### config.mk
export PLATFORM = sky130hd
export DESIGN_NAME = moving_average_ctrl
export DESIGN_NICKNAME = d
export VERILOG_FILES = /design/src/rtl/moving_average_ctrl.sv
export SDC_FILE = /design/constraint.sdc
export NUM_CORES = 1
export LEC_CHECK = 0
export ABC_AREA = 1
export CAP_MARGIN = 40
export CORE_MARGIN = 10
export CORE_UTILIZATION = 54
export CTS_CLUSTER_SIZE = 30
export DETAILED_ROUTE_END_ITERATION = 10
export PLACE_DENSITY = 0.87
export SYNTH_ARGS = -nofsm -noshare
export SYNTH_HDL_FRONTEND = slang
export SYNTH_SLANG_ARGS = --single-unit
export TNS_END_PERCENT = 10
### constraint.sdc
create_clock -name clk -period 4 [get_ports clk]
set_input_delay 0.8 -clock clk [delete_from_list [all_inputs] [get_ports clk]]
set_output_delay 0.8 -clock clk [all_outputs]
set_load 0.01 [all_outputs]
### src/rtl/moving_average_ctrl.sv
// moving_average_ctrl: validates window reconfiguration, flushes and warms up the
// moving_average filter, and gates its enable so out_valid marks only settled samples.
module moving_average_ctrl #(
    parameter int SIZE_WINDOW  = 7,
    parameter int MAX_WINDOW   = 64,
    parameter int PIPE_LAT     = 5,
    parameter int FLUSH_CYCLES = 2,
    parameter int CNT_W        = 8
) (
    input  logic                   clk,
    input  logic                   reset,
    input  logic [SIZE_WINDOW-1:0] cfg_window,
    input  logic                   cfg_valid,
    output logic                   cfg_ready,
    output logic                   cfg_error,
    input  logic                   in_valid,
    output logic                   filt_reset_n,
    output logic [SIZE_WINDOW-1:0] filt_window,
    output logic                   filt_enable,
    output logic                   out_valid,
    output logic                   busy,
    output logic [1:0]             state
);
    typedef enum logic [1:0] {IDLE = 2'd0, FLUSH = 2'd1, WARMUP = 2'd2, RUN = 2'd3} state_t;

    state_t                 state_q, state_d;
    logic [CNT_W-1:0]       cnt_q, cnt_d;
    logic [SIZE_WINDOW-1:0] win_q, win_d;
    logic                   rdy_q, err_q, rstn_q, en_q, ov_q, busy_q;
    logic                   take, legal;
    logic [CNT_W-1:0]       warm_last;

    always_comb begin
        take      = cfg_valid && !rdy_q;
        legal     = (cfg_window == '0) ||
                    (cfg_window <= SIZE_WINDOW'(MAX_WINDOW) && (cfg_window & (cfg_window - 1'b1)) == '0);
        warm_last = CNT_W'(win_q) + CNT_W'(PIPE_LAT - 1);
        state_d   = state_q;
        cnt_d     = cnt_q;
        win_d     = win_q;
        case (state_q)
            FLUSH: begin
                state_d = (cnt_q == CNT_W'(FLUSH_CYCLES - 1)) ? WARMUP : FLUSH;
                cnt_d   = (cnt_q == CNT_W'(FLUSH_CYCLES - 1)) ? '0 : cnt_q + 1'b1;
            end
            WARMUP: begin
                state_d = (cnt_q == warm_last) ? RUN : WARMUP;
                cnt_d   = (cnt_q == warm_last) ? '0 : cnt_q + 1'b1;
            end
            default: ;
        endcase
        // A legal request overrides any pending phase change, restarting the flush at full length.
        if (take && legal) begin
            win_d   = cfg_window;
            state_d = (cfg_window == '0) ? IDLE : FLUSH;
            cnt_d   = '0;
        end
    end

    always_ff @(posedge clk) begin
        if (reset) begin
            state_q <= IDLE;
            cnt_q   <= '0;
            win_q   <= '0;
            rdy_q   <= 1'b0;
            err_q   <= 1'b0;
            rstn_q  <= 1'b0;
            en_q    <= 1'b0;
            ov_q    <= 1'b0;
            busy_q  <= 1'b0;
        end else begin
            state_q <= state_d;
            cnt_q   <= cnt_d;
            win_q   <= win_d;
            rdy_q   <= take;
            err_q   <= take && !legal;
            rstn_q  <= (state_d == WARMUP) || (state_d == RUN);
            en_q    <= (state_d == RUN) && in_valid;
            ov_q    <= (state_d == RUN) && en_q;
            busy_q  <= (state_d == FLUSH) || (state_d == WARMUP);
        end
    end

    assign state        = state_q;
    assign cfg_ready    = rdy_q;
    assign cfg_error    = err_q;
    assign filt_reset_n = rstn_q;
    assign filt_window  = win_q;
    assign filt_enable  = en_q;
    assign out_valid    = ov_q;
    assign busy         = busy_q;
endmodule
==> results.cfg <==
[worst_setup_path]
start_kind = primary input
cp_top_family = simple AND/OR/NAND/NOR gates
worstReg2RegStart = filt_window[2]
crit_cells = 14
slowest_stage = clkdlybuf4s50_1
cp.arrival_ns = 2.73
crit_required_ns = 4.22
worstSetupPathType = primary input to flip-flop
crit_path_start = cfg_window[2]
crit_path_max_fanout = 15
reg2reg_slack_ns = 1.99
reg2reg_to = busy
cp-end-kind = flip-flop
crit_top_cell = nor2_1
path_cells = clkdlybuf4s50_1 -> nor2_1 -> nand2_1 -> nor2_4 -> nand2_2 -> nand2_2 -> nand2_4 -> nor2_4 -> nand2_4 -> nand3_1 -> nand2_1 -> ha_1 -> nor2_1 -> nor2_1
crit_end = filt_reset_n
crit_buf_inv = 1
critPathMaxStageDelay_ns = 0.43
rr_worst_depth = 13

[routing]
drt_first_pass_iters = 4
vias = 1302
drt-initial-drc-count = 69
drt_wl_total_microns = 3058
ant_nets = 0
drc = 0
via_per_inst = 5.027
wl_per_cell_microns = 11.81

[job]
max_cap_viol_count = 0

[clocking]
cts-buffers-inserted = 3
clock_latency_ns = 0.32
clk_pin_slew_ns = 0.13
numClockSinks = 23
hold_buffers = 0
cts_tree = done
clockBufferDepth = 2
root_buffer = clkbuf_4
post_cts_buffers = 0
h-tree-depth = 1
cts_resized = 0

[placement]
gp_congestion = 0.8281
io_buffer_count = 25
hpwl_microns = 2443

[synthesis]
syn_area_sq_um = 1361
synth_fp_nets = 222
synth_flop_cell = dfxtp_1
ys_seq_area_share_pct = 33.82
async_flop_share_pct = 0
synth_edf_count = 0
avgSynthCellArea_sq_um = 6.673
yosys_warnings = 0
ys_ff_latch = 23
synth_cell_types = 24
synthCells = 204

[grt]
grt_pass1_wl_microns = 5513
first_global_vias = 1276
antenna_found_initial = 0
grt-ovfl-total = 0
grt_max_degree = 16
grt.total_usage_pct = 12.97

[die]
coreArea_sq_um = 2432
die_h_microns = 70.21
initial_core_util_pct = 55.97
pin_count = 26
row_count = 18
die_w_microns = 70.21
die_area_sq_um = 4929

[timing]
tns_ns = 0
max_freq_ghz = 0.3982
fin_crit_sh_pct = 62.78
layout_min_cycle_time_ns = 2.511
relSlewSlack_pct = 73.57
rsz0062_at_grt = no
slew_viol_final = 0
worst_pin_slew_ns = 0.3964
finClkSkew_ns = 0.004664
hold_viol = 0
setup_violations = 0
finalHoldWorstSlack_ns = 0.4546

[worst_hold_path]
hold_path_class = flip-flop to flip-flop

[outcome]
status = complete, no violations

[power_and_ir_drop]
p_per_area_nw_per_um2 = 358.8
vdd_drop_max_mv = 0.3480
leakage_uw = 0.0007428

[finish]
layout-drive-gt1-share_pct = 6.114
diodes = 0
fillCellCount = 215
final_nets = 248
syn_to_final_growth_pct = 21.42
==> worst min-delay path: stages (launching register included) <==
cell	delay, ns
dfxtp_1	0.34
nand2_1	0.06
nor2_1	0.03
==> report_power, final <==
part | total [uW] | internal, uW | switching (uW)
combinational | 218 | 89.0 | 129
clock | 112 | 37.5 | 74.3
sequential | 263 | 250 | 13.1
==> synth_stat cells, types with 2 or more instances <==
master,instances,area [sq um]
clkbuf_1,2,7.510
xor2_1,2,17.52
nand2_1,58,217.7
dfxtp_1,23,460.4
nand4_1,4,25.02
nand2_4,2,22.52
nand3_1,12,60.06
nor2_1,28,105.1
o211ai_1,2,15.01
ha_1,7,87.58
nor2_4,2,22.52
o21ai_1,4,20.02
a21oi_1,15,75.07
o21ai_0,5,25.02
nand2_2,2,12.51
inv_1,28,105.1
==> worst min path at each step <==
stage | from | to | slack (ns) | cells past startpoint
final | filt_enable | out_valid | 0.45 | 2
after global routing | filt_enable | out_valid | 0.49 | 2
after CTS | filt_enable | out_valid | 0.46 | 2
after detailed placement | filt_enable | out_valid | 0.44 | 2
after global placement | filt_enable | out_valid | 0.44 | 2
after floorplan | filt_enable | out_valid | 0.46 | 2
==> final cells by class <==
cell class | count | area [sq um] | area share, %
Multi-Input combinational cell | 149 | 772.0 | 46.71
Sequential cell | 23 | 460.4 | 27.86
Timing Repair Buffer | 25 | 250.2 | 15.14
Inverter | 28 | 105.1 | 6.359
Tap cell | 30 | 37.54 | 2.271
Clock buffer | 3 | 22.52 | 1.363
Clock inverter | 1 | 5.005 | 0.3028
==> logic make-up (layout without fill, tap and decap cells) <==
family / count (synthesis) / in the layout / share of synthesized area (%)
flip-flops: 23 / 23 / 33.82
adder cells (fa/ha/maj): 7 / 7 / 6.434
AND/OR/NAND/NOR: 111 / 111 / 36.49
XOR/XNOR: 3 / 3 / 1.930
buffers and inverters: 32 / 57 / 9.467
AO/OA/AOI/OAI: 28 / 28 / 11.86
==> metrics by stage <==
stage | worst slack (ns) | utilization, % | total power [uW] | instances | instance area (sq um)
6_report | 1.489 | 67.95 | 593.0 | 259 | 1653
3_3_place_gp | 1.203 | 66.82 | 479.9 | 255 | 1625
4_1_cts | 1.496 | 67.95 | 599.3 | 259 | 1653
2_1_floorplan | 1.835 | - | 409.6 | 204 | 1361
3_5_place_dp | 1.140 | 66.82 | 487.9 | 255 | 1625
5_1_grt | 1.329 | 67.95 | 644.7 | 259 | 1653
==> per-layer routing <==
metal | up-vias | GRT usage (%) | wire, microns
met4 | 0 | 4.386 | 36
li1 | 690 | - | -
met5 | - | 0 | 0
met3 | 4 | 4.096 | 148
met2 | 19 | 21.25 | 1425
met1 | 589 | 15.53 | 1447
==> cell usage in the layout, fill, tap and decap left out, drive strengths merged, types with 4 or more instances in the layout <==
cell	count
dfxtp	23
inv	28
nand2	62
ha	7
clkdlybuf4s50	25
o21ai	9
a21oi	16
nor2	30
nand3	12
nand4	4
==> registers in the layout (all words and copies together), names as in the netlist <==
name and flops:
cnt_q 8, busy 1, state 2, cfg_error 1, out_valid 1, cfg_ready 1
filt_reset_n 1, filt_window 7, filt_enable 1
No activity file was read; power rests on OpenSTA's default activity.
